--- config.mk ---
export PLATFORM = sky130hd
export DESIGN_NAME = seq_frame_tx
export DESIGN_NICKNAME = d
export VERILOG_FILES = /design/src/rtl/seq_frame_tx.sv
export SDC_FILE = /design/constraint.sdc
export NUM_CORES = 1
export LEC_CHECK = 0
export BUFFER_PORTS_ARGS = -buffer_cell sky130_fd_sc_hd__buf_2
export CORE_MARGIN = 1
export CORE_UTILIZATION = 45
export DETAILED_ROUTE_END_ITERATION = 8
export GPL_ROUTABILITY_DRIVEN = 0
export PLACE_DENSITY = 0.7
export SYNTH_ARGS = -nofsm -noshare
export SYNTH_HDL_FRONTEND = slang
export SYNTH_SLANG_ARGS = --single-unit
--- constraint.sdc ---
create_clock -name clk -period 1.4 [get_ports clk]
set_input_delay 0 -clock clk [delete_from_list [all_inputs] [get_ports clk]]
set_output_delay 0 -clock clk [all_outputs]
set_load 0.02 [all_outputs]
--- src/rtl/seq_frame_tx.sv ---
// Serial frame transmitter: sync word then payload MSB first; SEQ_FRAME_TX_PARITY_EN appends an even-parity bit.
// Latency: first sync bit one cycle after the accepting edge; frame is SYNC_W+DATA_W (+1 with parity) cycles.
// Backpressure: in_ready only while idle or on the final frame bit, so back-to-back frames are gapless.
module seq_frame_tx #(
  parameter int                DATA_W    = 8,
  parameter int                SYNC_W    = 4,
  parameter logic [SYNC_W-1:0] SYNC_WORD = 4'b1101,
  parameter logic              IDLE_LVL  = 1'b0
) (
  input  logic              clk,
  input  logic              rst_n,
  input  logic              in_valid,
  input  logic [DATA_W-1:0] in_data,
  output logic              in_ready,
  output logic              out_bit,
  output logic              out_valid,
  output logic              out_sof,
  output logic              out_last
);

  localparam int MAX_N = (SYNC_W > DATA_W) ? SYNC_W : DATA_W;
  localparam int CNT_W = (MAX_N > 1) ? $clog2(MAX_N) : 1;
  localparam logic [CNT_W-1:0] SYNC_TOP = CNT_W'(SYNC_W - 1);
  localparam logic [CNT_W-1:0] DATA_TOP = CNT_W'(DATA_W - 1);

`ifdef SEQ_FRAME_TX_PARITY_EN
  typedef enum logic [1:0] {ST_IDLE, ST_SYNC, ST_PAYLOAD, ST_PARITY} state_t;
`else
  typedef enum logic [1:0] {ST_IDLE, ST_SYNC, ST_PAYLOAD} state_t;
`endif

  state_t             state_q, state_d;
  logic [CNT_W-1:0]   idx_q, idx_d;
  logic [DATA_W-1:0]  shreg_q, shreg_d;
  logic               xfer;
`ifdef SEQ_FRAME_TX_PARITY_EN
  logic               parity_q, parity_d;
`endif

  always_comb begin
    in_ready  = 1'b0;
    out_valid = 1'b0;
    out_bit   = IDLE_LVL;
    out_sof   = 1'b0;
    out_last  = 1'b0;
    state_d   = state_q;
    idx_d     = idx_q;
    shreg_d   = shreg_q;
`ifdef SEQ_FRAME_TX_PARITY_EN
    parity_d  = parity_q;
`endif
    case (state_q)
      ST_IDLE: in_ready = 1'b1;
      ST_SYNC: begin
        out_valid = 1'b1;
        out_bit   = |(SYNC_WORD & (SYNC_W'(1) << idx_q));
        out_sof   = (idx_q == SYNC_TOP);
        if (idx_q == '0) begin
          state_d = ST_PAYLOAD;
          idx_d   = DATA_TOP;
        end else begin
          idx_d = idx_q - CNT_W'(1);
        end
      end
      ST_PAYLOAD: begin
        out_valid = 1'b1;
        out_bit   = shreg_q[DATA_W-1];
        shreg_d   = shreg_q << 1;
        if (idx_q == '0) begin
`ifdef SEQ_FRAME_TX_PARITY_EN
          state_d  = ST_PARITY;
`else
          out_last = 1'b1;
          in_ready = 1'b1;
          state_d  = ST_IDLE;
`endif
        end else begin
          idx_d = idx_q - CNT_W'(1);
        end
      end
`ifdef SEQ_FRAME_TX_PARITY_EN
      ST_PARITY: begin
        out_valid = 1'b1;
        out_bit   = parity_q;
        out_last  = 1'b1;
        in_ready  = 1'b1;
        state_d   = ST_IDLE;
      end
`endif
      default: state_d = ST_IDLE;
    endcase

    // A transfer is only possible on an in_ready cycle and always starts a fresh frame.
    xfer = in_valid && in_ready;
    if (xfer) begin
      state_d  = ST_SYNC;
      idx_d    = SYNC_TOP;
      shreg_d  = in_data;
`ifdef SEQ_FRAME_TX_PARITY_EN
      parity_d = ^in_data;
`endif
    end
  end

  always_ff @(posedge clk or negedge rst_n) begin
    if (!rst_n) begin
      state_q  <= ST_IDLE;
      idx_q    <= '0;
      shreg_q  <= '0;
`ifdef SEQ_FRAME_TX_PARITY_EN
      parity_q <= 1'b0;
`endif
    end else begin
      state_q  <= state_d;
      idx_q    <= idx_d;
      shreg_q  <= shreg_d;
`ifdef SEQ_FRAME_TX_PARITY_EN
      parity_q <= parity_d;
`endif
    end
  end

endmodule

### After elaboration in Yosys (flattened, before gate mapping)

Index checks and enable logic that the tools add are counted.

| storage, ports and cells | value |
|---|---|
| register bits after elaboration | 13 |
| input port bits | 11 |
| logic and storage cells | 37 |

| cells by class | value |
|---|---|
| add/sub/neg operators | 1 |
| equality and inequality tests | 7 |
| shift operators | 1 |
| mux-type cells | 16 |
| reductions and logical operators | 9 |

Operators by type and width:

| cell | count |
|---|---|
| two-way mux 8 bit | 2 |
| two-way mux 3 bit | 3 |
| inequality test 3 bit, second input constant | 3 |
| two-way mux 2 bit | 3 |
| one-hot mux 2 bit (3 select lines) | 1 |
| one-hot mux 3 bit (2 select lines) | 1 |
| two-way mux 1 bit | 4 |
| one-hot mux 1 bit (2 select lines) | 2 |
| left shift 1 x 3 -> 4 bit, first input constant | 1 |
| == test 3 x 2 -> 1 bit, second input constant | 1 |
| logical NOT 3 bit | 1 |
| AND reduction 3 bit | 1 |
| nonzero test 3 bit | 1 |
| OR reduction 3 bit | 1 |
| subtractor 3 x 1 -> 3 bit, second input constant | 1 |
| == test 2 x 1 -> 1 bit, second input constant | 1 |
| == test 2 bit, second input constant | 1 |
| logical NOT 2 bit | 1 |
| inequality test 2 bit, second input constant | 1 |
| AND reduction 2 bit | 1 |
| nonzero test 2 bit | 1 |
| OR reduction 2 bit | 1 |
| logical AND 1 bit | 1 |

### Longest topological paths before layout

| depth | value |
|---|---|
| depth after elaboration | 6 |
| depth in mapped cells | 6 |
| mapped depth without buffers | 5 |

### Least setup slack after synthesis

OpenSTA, ideal clock, no wires.

| timing | value |
|---|---|
| path type | flip-flop to flip-flop |
| start point | register state_q[0] |
| end point | register shreg_q[1] |
| arrival time | 1282 ps |
| data required time | 1278 ps |
| slack | -4 ps |
| stages on the path, launching flop included | 6 |
| path buffers | 1 |
| period minus slack after synthesis | 1404 ps |
| path through | dfrtp_1 -> inv_1 -> ha_1 -> buf_2 -> mux2i_1 -> a21oi_2 |

| between the ends | value |
|---|---|
| word-level cells in the longest chain between the ends | 4 |

Ends and longest elaborated chain:

| item | line | RTL |
|---|---|---|
| start, declared | 32 | `state_t state_q, state_d;` |
| start signal, assigned | 114 | `state_q <= state_d;` |
| == test 2 bit / logical NOT 2 bit (equally long branches) | 52 | `case (state_q)` |
| one-hot mux 1 bit (2 select lines) | 52 |  |
| logical AND 1 bit | 94 | `xfer = in_valid && in_ready;` |
| two-way mux 8 bit / nonzero test 2 bit (equally long branches) | n/a |  |
| end signal, assigned | 116 | `shreg_q <= shreg_d;` |
| end, declared | 34 | `logic [DATA_W-1:0] shreg_q, shreg_d;` |

Several ways; a longest one is shown, not always the timed one.
A chain may end at the register's enable or synchronous reset.

### Worst setup path after layout

| timing | value |
|---|---|
| start point | register state_q[0] |
| end point | register state_q[1] |

RTL lines:

| item | line | RTL |
|---|---|---|
| == test 2 bit / logical NOT 2 bit (equally long branches) | 52 |  |
| one-hot mux 1 bit (2 select lines) | 52 |  |
| logical AND 1 bit | 94 |  |
| two-way mux 2 bit (*) | 95 | `if (xfer) begin` |
| net state_d[1] | 32 |  |

The timed path passes the listed nets; every way through them passes the cells marked *.

==> out/qor.log <==
qor: clocking.cts-buffers-inserted 3
qor: placement.dpl_cell_area 998 um2
qor: critical_path.worst_setup_path_end_kind flop
qor: routing.detailroute.via_count 832
qor: synthesis.dominantRegCellSynth sky130_fd_sc_hd__dfrtp_1
qor: clocking.clkTransAtPathRegs 0.09 ns
qor: critical_path.cp-start-kind flop
qor: critical_path.crit_path_cell_trace buf_6, ha_4, buf_4, buf_4, a21o_1, a22o_1
qor: synthesis.synth-async-reset-ratio 100%
qor: timing.fin_tns_setup -0.330 ns
qor: status.status finished, violations left
qor: routing.dr.pass1.iters 4
qor: floorplan.die_outline_width 44.8 um
qor: grt.grt_antenna_before_repair 0
qor: synthesis.yosys.area.top_type sky130_fd_sc_hd__dfrtp_1
qor: synthesis.dominant_cell_by_count_in_the_synthesized_netlist sky130_fd_sc_hd__dfrtp_1
qor: grt.grt_overflow_total 0
qor: floorplan.die_h 44.8 um
qor: placement.io_buffers 15
qor: status.failing_checks negative setup slack
qor: placement.detailedPlacementHpwl 1250 um
qor: finish.layout_cell_share_with_drive_strength_beyond_1 59.5%
qor: timing.timing.fmax 684 MHz
qor: worst_hold_path.worstHoldPathType in2reg
qor: timing.finalMaxSlewViolations 0
qor: critical_path.timing.setup.critical_path_class reg2reg
qor: power_and_ir_drop.design_power_total 3.21 mW
qor: routing.initialDrtViolationCount 41
qor: job.max-cap-violations 0
qor: clocking.worst_skew_pair.late_latency 0.28 ns
qor: routing.route.detailed.wl_per_inst 16.6 um
qor: critical_path.worst-path-max-fanout 4
qor: synthesis.synth_nets 99
qor: timing.timing.slew.headroom 79.8%
qor: power_and_ir_drop.vdd.ir_drop.worst 1.33 mV
qor: timing.hold_viol_final 0
qor: clocking.clock_tree.root_cell sky130_fd_sc_hd__clkbuf_4
qor: routing.drt_wl_total 2590 um
qor: critical_path.critical_path_required 1.58 ns
qor: grt.vias_in_the_first_global_route 727
qor: timing.min_period_over_period 104%
qor: timing.final_critical_path_setup_slack -0.0628 ns
qor: critical_path.rr_startpoint state_q[0]
qor: floorplan.design.portCount 16
qor: synthesis.synth_top_cells_by_count sky130_fd_sc_hd__dfrtp_1 (13), sky130_fd_sc_hd__a21oi_1 (10), sky130_fd_sc_hd__a21oi_2 (7), sky130_fd_sc_hd__mux2i_1 (7)
qor: routing.drc_errors 0
qor: timing.tightestPinTransition 0.303 ns
qor: synthesis.yosysWarnings 0
qor: critical_path.max_stage_delay 0.42 ns
qor: floorplan.area_enclosed_by_the_die_boundary 2010 um2
qor: finish.final_area 1400 um2
qor: critical_path.critical_path.most_common_cell sky130_fd_sc_hd__buf_4
qor: clocking.tritoncts_num_sinks 13
qor: routing.routed_via_density 5.33
qor: synthesis.yosysTopAreaCellShare 39.4%
qor: timing.post-route-min-period 1.46 ns
qor: critical_path.timing.critical_path.slowest_stage_cell sky130_fd_sc_hd__dfrtp_1
qor: timing.timing.final.setup_violations 9
qor: worst_hold_path.number_of_cells_on_the_worst_hold_path 2
qor: synthesis.avgSynthCellArea 10.1 um2
qor: critical_path.reg2regPathDepth 6
qor: timing.timing.clock.skew 0.00867 ns
qor: critical_path.cp_startpoint state_q[0]
qor: synthesis.yosys-top-cells-area sky130_fd_sc_hd__dfrtp_1 (39%), sky130_fd_sc_hd__ha_1 (9.1%), sky130_fd_sc_hd__mux2i_1 (8.5%)
qor: synthesis.syn_inst 82
qor: grt.grt_max_degree 14
qor: power_and_ir_drop.power_leakage 0.641 nW
qor: finish.final-instance-count-excl-fill 156
qor: clocking.cts_htree_levels 1
qor: floorplan.coreArea 1730 um2
qor: grt.grt_usage 23.5%
qor: clocking.cts_tree done
qor: synthesis.ys_seq_elements 13
qor: finish.area.growth.synth_to_final 69.1%
qor: critical_path.worst_setup_path_endpoint state_q[1]
qor: placement.placed_cells_incl_taps 131
qor: finish.diodes 0
qor: floorplan.floorplan.initialDensity 47.8%
qor: clocking.clock_path_buffers 2
qor: synthesis.yosys.cell_types.count 26
qor: finish.final.fill_count 102
qor: critical_path.setup.reg_to_reg.worst_slack -0.06 ns
qor: finish.fin_nets 149
qor: synthesis.synth.cell_area 826 um2
qor: timing.grt_setup_unrepaired true
qor: floorplan.floorplan.rows 15
qor: critical_path.r2r-end state_q[1]
qor: critical_path.critPathArrivalTime 1.64 ns
qor: grt.grt_pass1_wl 3440 um
qor: synthesis.ys_seq_area_share 39.4%
qor: routing.final_antenna_net_count 0
qor: synthesis.synth_enable_flop_cells 0
qor: power_and_ir_drop.power_per_cell_area 2300 nW/um2
-- worst min path at each step --
stage	start	to	slack, ns
3_5_place_dp	rst_n	shreg_q[5]	-0.1
4_1_cts	in_valid	idx_q[2]	0.02
5_1_grt	in_valid	idx_q[2]	0.04
3_3_place_gp	rst_n	shreg_q[5]	-0.10
2_1_floorplan	rst_n	idx_q[0]	-0.30
6_report	in_valid	idx_q[2]	0.03
-- logic make-up after synthesis --
logic type	Yosys count	share of synthesized area, %
fa+ha+maj	6	9.09
mux	7	8.49
compound gates	29	23.2
flops	13	39.4
buf+inv	8	4.70
simple gates	19	15.2
-- layout by cell type, fill, tap and decap left out, types with 4 or more instances in the layout --
master	instances
sky130_fd_sc_hd__a21oi_2	14
sky130_fd_sc_hd__buf_2	11
sky130_fd_sc_hd__buf_4	17
sky130_fd_sc_hd__buf_6	8
sky130_fd_sc_hd__dfrtp_1	13
sky130_fd_sc_hd__dlygate4sd3_1	9
sky130_fd_sc_hd__ha_4	4
-- timing repair --
action,CTS,global route
setup endpoints to repair,16,15
hold buffers,9,0
gates resized for setup,28,18
setup buffers,7,5
hold endpoints to repair,21,0
cloned,0,1
pin swaps,4,10
-- report_power, final --
part | internal, mW | switching [mW]
Sequential | 0.561 | 0.165
Combinational | 1.19 | 1.05
Clock | 0.110 | 0.133
-- routing by layer --
layer  part of all wire [%]  global-route usage (%)  up-vias
li1                       -                       -      389
met1                     44                    33.9      408
met2                     50                    37.4       33
met3                    5.1                    3.60        2
met4                   0.39                    5.45        0
met5                      0                       0        -
-- flip-flops by register name, indices dropped and copies added (netlist names) --
register,flops
shreg_q,8
state_q,2
idx_q,3
-- stage by stage --
| step | utilization [%] | setup WS, ns | hold slack (ns) |
|---|---|---|---|
| 2_1_floorplan | - | 0.0235 | -0.296 |
| 3_3_place_gp | 57.8 | -0.0813 | -0.104 |
| 3_5_place_dp | 57.8 | -0.0710 | -0.0957 |
| 4_1_cts | 74.1 | -0.00940 | 0.0241 |
| 5_1_grt | 80.9 | -0.116 | 0.0401 |
| 6_report | 80.9 | -0.0628 | 0.0297 |
-- area by class of cell --
| cell class | instances | area, um2 | share of cell area [%] |
|---|---|---|---|
| Tap cell | 25 | 31.3 | 2.24 |
| Inverter | 6 | 22.5 | 1.61 |
| Timing Repair Buffer | 46 | 383 | 27.4 |
| Sequential cell | 13 | 325 | 23.3 |
| Clock buffer | 4 | 26.3 | 1.88 |
| Multi-Input combinational cell | 62 | 608 | 43.5 |
-- worst max-delay path: cells and delay by family, from the launching register on --
family / cells / cell delay [ns]
AO/OA/AOI/OAI: 2 / 0.38
buffers and inverters: 3 / 0.40
flip-flops: 1 / 0.42
adder cells (fa/ha/maj): 1 / 0.17
No activity file was read; power rests on OpenSTA's default activity.
